[config.mk]
export PLATFORM = sky130hd
export DESIGN_NAME = dbg_case_panel
export DESIGN_NICKNAME = d
export VERILOG_FILES = /design/src/rtl/dbg_case_panel_pkg.sv /design/src/rtl/dbg_rel_edge.sv /design/src/rtl/dbg_case_panel.sv
export SDC_FILE = /design/constraint.sdc
export NUM_CORES = 1
export LEC_CHECK = 0
export ABC_AREA = 1
export BUFFER_PORTS_ARGS = -buffer_cell sky130_fd_sc_hd__buf_2
export CORE_MARGIN = 2
export CORE_UTILIZATION = 45
export CTS_BUF_LIST = sky130_fd_sc_hd__clkbuf_16
export CTS_CLUSTER_SIZE = 16
export DETAILED_ROUTE_END_ITERATION = 12
export PLACE_DENSITY = 0.83
export SLEW_MARGIN = 15
export SYNTH_ARGS = -nofsm -noshare
export SYNTH_HDL_FRONTEND = slang
export SYNTH_HIERARCHICAL = 1
export SYNTH_SLANG_ARGS = --single-unit
export TNS_END_PERCENT = 10
[constraint.sdc]
create_clock -name i_clk -period 1.6 [get_ports i_clk]
set_input_delay 0.16 -clock i_clk [delete_from_list [all_inputs] [get_ports i_clk]]
set_output_delay 0.16 -clock i_clk [all_outputs]
set_load 0.01 [all_outputs]
[src/rtl/dbg_case_panel_pkg.sv]
// Shared types and helpers for the debug case front panel.
package dbg_case_panel_pkg;

  typedef enum logic [1:0] {
    ST_SHOW   = 2'd0,
    ST_SELECT = 2'd1,
    ST_COMMIT = 2'd2
  } state_e;

  // Increment a 4-bit digit, wrapping to 0 after max-1.
  function automatic logic [3:0] inc_wrap(input logic [3:0] v, input int unsigned max);
    return (32'(v) == max - 1) ? 4'd0 : v + 4'd1;
  endfunction

endpackage

[src/rtl/dbg_rel_edge.sv]
// Registers a debounced switch level and flags its release (1 -> 0).
module dbg_rel_edge (
  input  logic i_clk,
  input  logic reset,
  input  logic sw_i,
  output logic lvl_o,
  output logic rel_o
);

  logic lvl_q;

  // Level history; cleared by reset so no spurious release follows it.
  always_ff @(posedge i_clk) begin
    if (!reset) lvl_q <= 1'b0;
    else        lvl_q <= sw_i;
  end

  assign lvl_o = lvl_q;
  assign rel_o = lvl_q & ~sw_i;

endmodule

[src/rtl/dbg_case_panel.sv]
// Front-panel controller: picks a debug case with hi/lo buttons, commits it to
// one or all links with a hi+lo chord, and muxes the shown link's leds/digits.
module dbg_case_panel
  import dbg_case_panel_pkg::*;
#(
  parameter int NUM_CHNLS = 2,
  parameter int CHSEL_SZ  = 3,
  parameter int HI_MAX    = 16,
  parameter int LO_MAX    = 16,
  parameter int DOIT_CKS  = 4,
  parameter int INIT_DISP = 7
) (
  input  logic                     i_clk,
  input  logic                     reset,
  input  logic                     i_sw_hi,
  input  logic                     i_sw_lo,
  input  logic                     i_sw_ch,
  output logic [7:0]               o_dbg_case,
  output logic [NUM_CHNLS-1:0]     o_dbg_doit,
  input  logic [4*NUM_CHNLS-1:0]   i_dbg_leds,
  input  logic [4*NUM_CHNLS-1:0]   i_dbg_disp0,
  input  logic [4*NUM_CHNLS-1:0]   i_dbg_disp1,
  output logic [3:0]               o_leds,
  output logic [3:0]               o_disp0,
  output logic [3:0]               o_disp1,
  output logic [CHSEL_SZ-1:0]      o_chnl_sel,
  output logic                     o_selecting
);

  localparam int CW = $clog2(DOIT_CKS + 1);
  localparam logic [CHSEL_SZ-1:0] BCAST = CHSEL_SZ'(NUM_CHNLS);

  logic hi_lvl, hi_rel, lo_lvl, lo_rel, ch_rel, ch_lvl_unused;

  dbg_rel_edge u_hi (.i_clk(i_clk), .reset(reset), .sw_i(i_sw_hi), .lvl_o(hi_lvl),        .rel_o(hi_rel));
  dbg_rel_edge u_lo (.i_clk(i_clk), .reset(reset), .sw_i(i_sw_lo), .lvl_o(lo_lvl),        .rel_o(lo_rel));
  dbg_rel_edge u_ch (.i_clk(i_clk), .reset(reset), .sw_i(i_sw_ch), .lvl_o(ch_lvl_unused), .rel_o(ch_rel));

  state_e                state_q, state_d;
  logic [3:0]            hi_q, hi_d, lo_q, lo_d;
  logic [CHSEL_SZ-1:0]   sel_q, sel_d, lnk;
  logic                  chord_q, chord_d, chord_evt, bcast;
  logic [CW-1:0]         cnt_q, cnt_d;
  logic [NUM_CHNLS-1:0]  doit_q, doit_d;
  logic [3:0]            leds_q, leds_d, disp0_q, disp0_d, disp1_q, disp1_d;

  // Next-state: channel select, chord/commit, case stepping, commit timer, display mux.
  always_comb begin
    state_d   = state_q;
    hi_d      = hi_q;
    lo_d      = lo_q;
    sel_d     = sel_q;
    chord_d   = chord_q;
    cnt_d     = cnt_q;
    doit_d    = doit_q;
    leds_d    = i_dbg_leds[3:0];
    disp0_d   = i_dbg_disp0[3:0];
    disp1_d   = i_dbg_disp1[3:0];
    // Simultaneous release is covered: the other level is still registered high.
    chord_evt = (hi_rel & lo_lvl) | (lo_rel & hi_lvl);

    if (ch_rel && state_q == ST_SHOW)
      sel_d = (sel_q == BCAST) ? '0 : sel_q + 1'b1;
    bcast = (sel_d == BCAST);
    lnk   = bcast ? '0 : sel_d;

    if (chord_q && (hi_rel || lo_rel)) begin
      // Tail release of an earlier chord: only ends the chord.
      chord_d = 1'b0;
    end else if (chord_evt) begin
      // A chord released by both buttons at once leaves nothing pending.
      chord_d = ~(hi_rel & lo_rel);
      if (state_q != ST_COMMIT) begin
        state_d = ST_COMMIT;
        cnt_d   = CW'(DOIT_CKS);
        for (int k = 0; k < NUM_CHNLS; k++)
          doit_d[k] = bcast | (sel_d == CHSEL_SZ'(k));
      end
    end else if (state_q != ST_COMMIT) begin
      if (hi_rel) begin
        hi_d    = inc_wrap(hi_q, HI_MAX);
        state_d = ST_SELECT;
      end else if (lo_rel) begin
        lo_d    = inc_wrap(lo_q, LO_MAX);
        state_d = ST_SELECT;
      end
    end

    if (state_q == ST_COMMIT) begin
      if (cnt_q == CW'(1)) begin
        state_d = ST_SHOW;
        doit_d  = '0;
        cnt_d   = '0;
      end else begin
        cnt_d = cnt_q - 1'b1;
      end
    end

    if (state_d == ST_SELECT) begin
      leds_d  = 4'd0;
      disp0_d = hi_d;
      disp1_d = lo_d;
    end else begin
      for (int k = 0; k < NUM_CHNLS; k++) begin
        if (lnk == CHSEL_SZ'(k)) begin
          leds_d  = i_dbg_leds[4*k +: 4];
          disp0_d = i_dbg_disp0[4*k +: 4];
          disp1_d = i_dbg_disp1[4*k +: 4];
        end
      end
    end
  end

  // State and output registers; reset wins even mid-commit.
  always_ff @(posedge i_clk) begin
    if (!reset) begin
      state_q <= ST_SHOW;
      hi_q    <= '0;
      lo_q    <= '0;
      sel_q   <= '0;
      chord_q <= 1'b0;
      cnt_q   <= '0;
      doit_q  <= '0;
      leds_q  <= '0;
      disp0_q <= 4'(INIT_DISP);
      disp1_q <= 4'(INIT_DISP);
    end else begin
      state_q <= state_d;
      hi_q    <= hi_d;
      lo_q    <= lo_d;
      sel_q   <= sel_d;
      chord_q <= chord_d;
      cnt_q   <= cnt_d;
      doit_q  <= doit_d;
      leds_q  <= leds_d;
      disp0_q <= disp0_d;
      disp1_q <= disp1_d;
    end
  end

  assign o_dbg_case  = {hi_q, lo_q};
  assign o_dbg_doit  = doit_q;
  assign o_chnl_sel  = sel_q;
  assign o_selecting = (state_q == ST_SELECT);
  assign o_leds      = leds_q;
  assign o_disp0     = disp0_q;
  assign o_disp1     = disp1_q;

endmodule
==> reports/results.txt, run 1 <==
Pwr Density -> 964 mW/mm^2
clk sink count -> 34
Die ar. -> 0.00462 mm^2
Max-Cap Viols -> 0
WP data arrival -> 1.75 ns
most used cell, CP -> nand2_1
Hold WC Path Type -> input pin to flip-flop
Seq/Total Area, Yosys -> 37.0%
Leak -> 1.28 nW
1st-iter DRT viols -> 94
H-tree levels -> 2
run status -> finished clean
Filler Cells Inserted -> 345
num rows -> 23
Via density -> 5.01
Longest Clk Path Bufs -> 2
net count after synthesis -> 301
total wire length -> 4600 um
Critical Path Stages -> 11
CP Cell Sequence -> inv_2 -> nor2_2 -> buf_6 -> o21ai_4 -> inv_4 -> nor2_4 -> nand2_2 -> nand2_1 -> nand2_1 -> a21oi_1 -> o21ai_1
reg-to-reg critical path endpoint -> o_disp1[0]
RSZ-0062 raised after global routing -> yes
Skew-Pair Late Insertion Delay -> 0.28 ns
Layout area overhead -> 31.0%
FMAX -> 632 MHz
final worst slack -> 0.0184 ns
Synth Area per Inst -> 6.87 um^2
final period utilization -> 98.8%
WP buf/inv -> 3
crit-path max FO -> 7
Setup crit end -> o_disp1[0]
n_diodes -> 0
Worst slew margin -> 84.1%
Place WS -> -0.0163 ns
Worst Setup Path Type -> flip-flop to flip-flop
gp weighted congestion -> 0.851
GRT Total Usage -> 20.3%
vias in the first global route -> 1,688
CORE AREA -> 0.00397 mm^2
routed len/inst -> 11.9 um
clock root buffer -> clkbuf_16
Critical Path Max Stage Delay -> 0.32 ns
Worst path top cell family by delay -> simple AND/OR/NAND/NOR gates
minimum clock period -> 1.58 ns
fin. max-slew vios -> 0
worst-margin pin slew -> 0.238 ns
num ports -> 55
drt pass-1 iters -> 4
Gate Count Post-Synth -> 268
commonest non-fill, non-tap cells in the layout -> 65 x nand2_1, 54 x buf_2, 39 x inv_1
Max IR drop VDD -> 0.651 mV
TritonCTS clock tree -> yes
Critical Path RT -> 1.77 ns
fraction of layout cells with a size suffix above 1 -> 31.2%
CTS clk-pin slew, worst paths -> 0.05 ns
Worst setup startpoint -> u_lo/lvl_o
CP endpoint kind -> flip-flop
grt ovf -> 0
FF-to-FF setup slack -> 0.02 ns
# nets final -> 370
setup_tns -> 0 ns
slowest CP cell -> dfxtp_2
HPWL after DPL -> 3370 um
Num CTS Buffers -> 5
die width -> 68.0 um
Synth Cell Area -> 0.00184 mm^2
initial antenna violation count -> 0
multi-input logic area -> 995 um^2
Vias -> 1,939
drt drc -> 0
worst clock skew -> 0.00255 ns
post-route ant nets -> 0
#FFs+latches synth -> 34
Final Hold Violating Endpoints -> 0
Setup violations, final -> 0
global-route wire length before repair -> 7200 um
synth unique cells -> 29
Yosys warning total -> 6
most common cell after layout, fill and taps aside -> nand2_1
cell area after layout -> 0.00241 mm^2
Reg2Reg Depth -> 11
kind of start point of the critical path -> flip-flop
largest net degree at the start of global routing -> 18
Initial Util -> 46.4%
port bufs -> 54
Storage cell area -> 682 um^2
RR Startpoint -> u_lo/lvl_o
placed inst area -> 0.00221 mm^2
Die Y -> 68.0 um
power breakdown:
group	leakage, nW	internal [mW]	switching (mW)	total [mW]
Combinational	0.928	0.189	0.288	0.477
Sequential	0.280	0.913	0.0312	0.944
Clock	0.0694	0.561	0.345	0.906
through the flow:
| step | std cells | power (mW) | hold WS (ns) | utilization [%] |
|---|---|---|---|---|
| finish | 387 | 2.33 | 0.0891 | 60.7 |
| global route | 387 | 2.45 | 0.108 | 60.7 |
| CTS | 384 | 2.32 | 0.0736 | 59.1 |
| detailed placement | 377 | 1.41 | 0.362 | 55.6 |
| global placement | 377 | 1.40 | 0.356 | 55.6 |
| floorplan | 268 | 1.26 | 0.253 | - |
flip-flops by register name (all words and copies together), names as in the netlist:
| register | cells |
|---|---|
| hi_q | 4 |
| o_disp1 | 4 |
| o_leds | 4 |
| u_lo/lvl_o | 1 |
| o_chnl_sel | 3 |
| o_disp0 | 4 |
| o_dbg_doit | 2 |
| lo_q | 4 |
| state_q | 2 |
| u_hi/lvl_o | 1 |
| chord_q | 1 |
| u_ch/lvl_o | 1 |
| cnt_q | 3 |
cells by family (layout without fill, tap and decap cells):
kind of cell | count (synthesis) | in the layout | share of synthesized area (%)
and+or+nand+nor | 149 | 149 | 39.5
buffers and inverters | 49 | 118 | 11.1
DFF | 34 | 34 | 37.0
AOI/OAI and AO/OA | 32 | 32 | 9.78
adders and majority gates | 4 | 4 | 2.72
Yosys cell counts (all sizes together):
cell	n	share of area (%)
nand2	74	17
inv	45	9.4
nor2	41	11
dfxtp	34	37
nand3	19	7.2
a21oi	14	3.8
o21ai	14	4.4
nand4	12	4.1
ha	4	2.7
buf	2	1.2
a311oi	1	0.48
a31oi	1	0.34
and2	1	0.34
clkbuf	1	0.20
clkinv	1	0.20
nand3b	1	0.41
nor3	1	0.27
o21bai	1	0.41
o22ai	1	0.34
worst min-delay path by stage:
stage / from / slack, ns / cells past startpoint / end
6_report: i_sw_ch / 0.09 / 3 / u_ch/lvl_o
5_1_grt: i_sw_ch / 0.11 / 3 / u_ch/lvl_o
4_1_cts: i_sw_ch / 0.07 / 3 / u_ch/lvl_o
3_5_place_dp: i_sw_ch / 0.36 / 3 / u_ch/lvl_o
3_3_place_gp: i_sw_lo / 0.36 / 3 / u_lo/lvl_o
2_1_floorplan: i_sw_ch / 0.25 / 2 / u_ch/lvl_o
per-layer routing:
layer / routed length, um / part of all wire, % / GRT usage [%]
met1: 2070 / 45 / 26.7
met2: 2240 / 49 / 32.6
met3: 195 / 4.2 / 3.13
met4: 95 / 2.1 / 9.25
met5: 0 / 0 / 0
layout make-up:
type	count	area share (%)
clock inverters	2	0.415
well taps	50	2.59
clock buffers	5	5.19
repair buffers	65	14.9
inverters	46	7.37
flip-flops and latches	34	28.3
multi-input cells	185	41.2
repair_timing:
action                                  4_1_cts  5_1_grt
gates resized for setup                       1       16
endpoints found under the setup margin        2       14
hold buffers                                  0        0
pin swaps                                     0        9
setup buffers                                 0        4
worst reg2reg max path, delay by kind of cell (launching register included):
kind | cells | cell delay, ns
AND/OR/NAND/NOR | 5 | 0.47
flip-flops | 1 | 0.32
buffers and inverters | 3 | 0.25
AO/OA/AOI/OAI | 3 | 0.44
Power figures use the tool's default switching activity.
==> run 2, diff against run 1 <==
--- a/config.mk
+++ b/config.mk
@@ -12,7 +12,7 @@
 export CTS_BUF_LIST = sky130_fd_sc_hd__clkbuf_16
 export CTS_CLUSTER_SIZE = 16
 export DETAILED_ROUTE_END_ITERATION = 12
-export PLACE_DENSITY = 0.83
+export PLACE_DENSITY = 0.8
 export SLEW_MARGIN = 15
 export SYNTH_ARGS = -nofsm -noshare
 export SYNTH_HDL_FRONTEND = slang
==> constraint.sdc (replaced) <==
create_clock -name i_clk -period 1.77 [get_ports i_clk]
set_input_delay 0.177 -clock i_clk [delete_from_list [all_inputs] [get_ports i_clk]]
set_output_delay 0.177 -clock i_clk [all_outputs]
set_load 0.01 [all_outputs]
==> run 2 against run 1 <==
Against the previous run:
- cell count decreased by 1.3%
- worst hold slack improved by 0.010 ns
- worst setup slack improved by 0.19 ns
- sequential share of layout area increased by 0.95 points
- fmax increased by 1.2%
- flip-flop and latch count unchanged
- first-iteration DRC count increased by 18%
- routed wire length decreased by 7.3%
- die area unchanged
- total power decreased by 11%
- critical endpoint is now o_disp1[1]
- largest cell class unchanged
==> reports/results.txt, run 2 (synthesis gave the netlist of run 1 again) <==
commonest non-fill, non-tap cells in the layout -> 67 x nand2_1, 54 x buf_2, 41 x inv_1
vias in the first global route -> 1,633 (-3.3%)
worst-margin pin slew -> 0.260 ns (+0.0222 ns)
Skew-Pair Late Insertion Delay -> 0.28 ns (about the same)
Vias -> 1,854 (-4.4%)
Max IR drop VDD -> 0.503 mV (-23%)
gp weighted congestion -> 0.898 (+5.5%)
Hold Path Stages -> 3 (unchanged)
Setup violations, final -> 0 (unchanged)
global-route wire length before repair -> 6890 um (-4.2%)
RR Startpoint -> u_hi/lvl_o
WP data arrival -> 1.73 ns (-0.02 ns)
hold endpoint -> u_ch/lvl_o
Cells after DPL -> 374 (-0.80%)
worst clock skew -> 0.00343 ns (+0.000885 ns)
setup_tns -> 0 ns (unchanged)
TritonCTS clock tree -> yes
post-route ant nets -> 0 (unchanged)
HPWL after DPL -> 3230 um (-4.2%)
CORE AREA -> 0.00397 mm^2 (unchanged)
port bufs -> 54 (unchanged)
Reg2Reg Depth -> 11 (unchanged)
Num CTS Buffers -> 5 (unchanged)
n_diodes -> 0 (unchanged)
clock root buffer -> clkbuf_16
CTS clk-pin slew, worst paths -> 0.05 ns (about the same)
Via density -> 4.85 (-3.1%)
die width -> 68.0 um (unchanged)
minimum clock period -> 1.56 ns (-0.0182 ns)
clk sink count -> 34 (unchanged)
Final Hold Violating Endpoints -> 0 (unchanged)
num ports -> 55 (unchanged)
Final Non-Filler Cells -> 382 (-1.3%)
Leak -> 1.24 nW (-2.6%)
Max-Cap Viols -> 0 (unchanged)
Initial Util -> 46.4% (unchanged)
final period utilization -> 88.3% (-11 points)
kind of start point of the critical path -> flip-flop
CTS Hold Bufs -> 0 (unchanged)
H-tree levels -> 2 (unchanged)
drt drc -> 0 (unchanged)
CP endpoint kind -> flip-flop
gr busiest metal -> met2
total wire length -> 4270 um (-7.3%)
Hold Slack -> 0.0992 ns (+0.0101 ns)
routed len/inst -> 11.2 um (-6.0%)
Longest Clk Path Bufs -> 2 (unchanged)
most common cell after layout, fill and taps aside -> nand2_1
1st-iter DRT viols -> 111 (+18%)
Layout area overhead -> 26.5%
M3 GR Usage -> 5.43% (+2.3 points)
grt ovf -> 0 (unchanged)
met2 Resource Use GR -> 31.7% (-0.97 points)
GR Util met1 -> 25.7% (-0.98 points)
initial antenna violation count -> 0 (unchanged)
fin. max-slew vios -> 0 (unchanged)
num rows -> 23 (unchanged)
reg-to-reg critical path endpoint -> o_disp1[1]
largest net degree at the start of global routing -> 18 (unchanged)
Pwr Density -> 892 mW/mm^2 (-7.4%)
Filler Cells Inserted -> 366 (+6.1%)
GRT Total Usage -> 19.7% (-0.61 points)
Die ar. -> 0.00462 mm^2 (unchanged)
Die Y -> 68.0 um (unchanged)
FF-to-FF setup slack -> 0.21 ns (+0.19 ns)
Worst Setup Path Type -> flip-flop to flip-flop
drt pass-1 iters -> 4 (unchanged)
fraction of layout cells with a size suffix above 1 -> 26.8% (-4.4 points)
# nets final -> 364 (-1.6%)
Hold Startpoint -> i_sw_ch
RSZ-0062 raised after global routing -> no
FMAX -> 640 MHz (+1.2%)
crit-path max FO -> 8 (+1)
Worst slew margin -> 82.5% (-1.6 points)
Hold WC Path Type -> input pin to flip-flop
Critical Path RT -> 1.93 ns (+0.16 ns)
run status -> finished clean
## run 2: through the flow
| stage | instance area (um^2) | power [mW] | setup slack (ns) | utilization, % |
|---|---|---|---|---|
| floorplan | 1840 | 1.14 | 0.247 | - |
| global placement | 2190 | 1.26 | 0.231 | 55.0 |
| global route | 2330 | 2.18 | 0.0120 | 58.7 |
| detailed placement | 2190 | 1.27 | 0.216 | 55.0 |
| CTS | 2330 | 2.09 | 0.193 | 58.6 |
| finish | 2330 | 2.08 | 0.207 | 58.7 |
## run 2: layout make-up
class / instances / area [um^2] / share of cell area, %
Multi-Input combinational cell: 185 / 960 / 41.2
Clock inverter: 3 / 16.3 / 0.698
Sequential cell: 34 / 681 / 29.2
Clock buffer: 5 / 125 / 5.37
Tap cell: 50 / 62.6 / 2.69
Inverter: 46 / 178 / 7.63
Timing Repair Buffer: 59 / 308 / 13.2
## run 2: per-layer routing
| layer | vias up | routed length [um] |
|---|---|---|
| met1 | 824 | 2040 |
| met3 | 5 | 212 |
| met4 | 0 | 41 |
| met2 | 41 | 1970 |
| met5 | - | 0 |
| li1 | 984 | - |
## run 2: worst max-delay path, cell delays in order, from the launching register on
cell     delay (ns)
dfxtp_1        0.31
inv_1          0.05
nor2_1         0.03
buf_4          0.16
o21ai_4        0.26
inv_4          0.07
nor2_4         0.17
nand2_2        0.07
nand2_1        0.08
nand2_1        0.06
a21oi_1        0.12
o21ai_1        0.08
## run 2: timing repair
item,4_1_cts,5_1_grt
gates resized for setup,0,1
setup endpoints to repair,0,1
setup buffers,0,0
## run 2: worst max-delay path by stage
stage / start / to
floorplan: u_lo/lvl_o / o_disp0[0]
global placement: u_lo/lvl_o / o_disp0[3]
CTS: u_hi/lvl_o / o_disp0[2]
global route: u_ch/lvl_o / o_leds[3]
detailed placement: u_ch/lvl_o / o_leds[3]
finish: u_hi/lvl_o / o_disp1[1]
## run 2: power by group
| group | switching [mW] | total (mW) | internal, mW | leakage, nW |
|---|---|---|---|---|
| Clock | 0.315 | 0.827 | 0.512 | 0.0672 |
| Combinational | 0.245 | 0.398 | 0.153 | 0.898 |
| Sequential | 0.0294 | 0.854 | 0.825 | 0.279 |
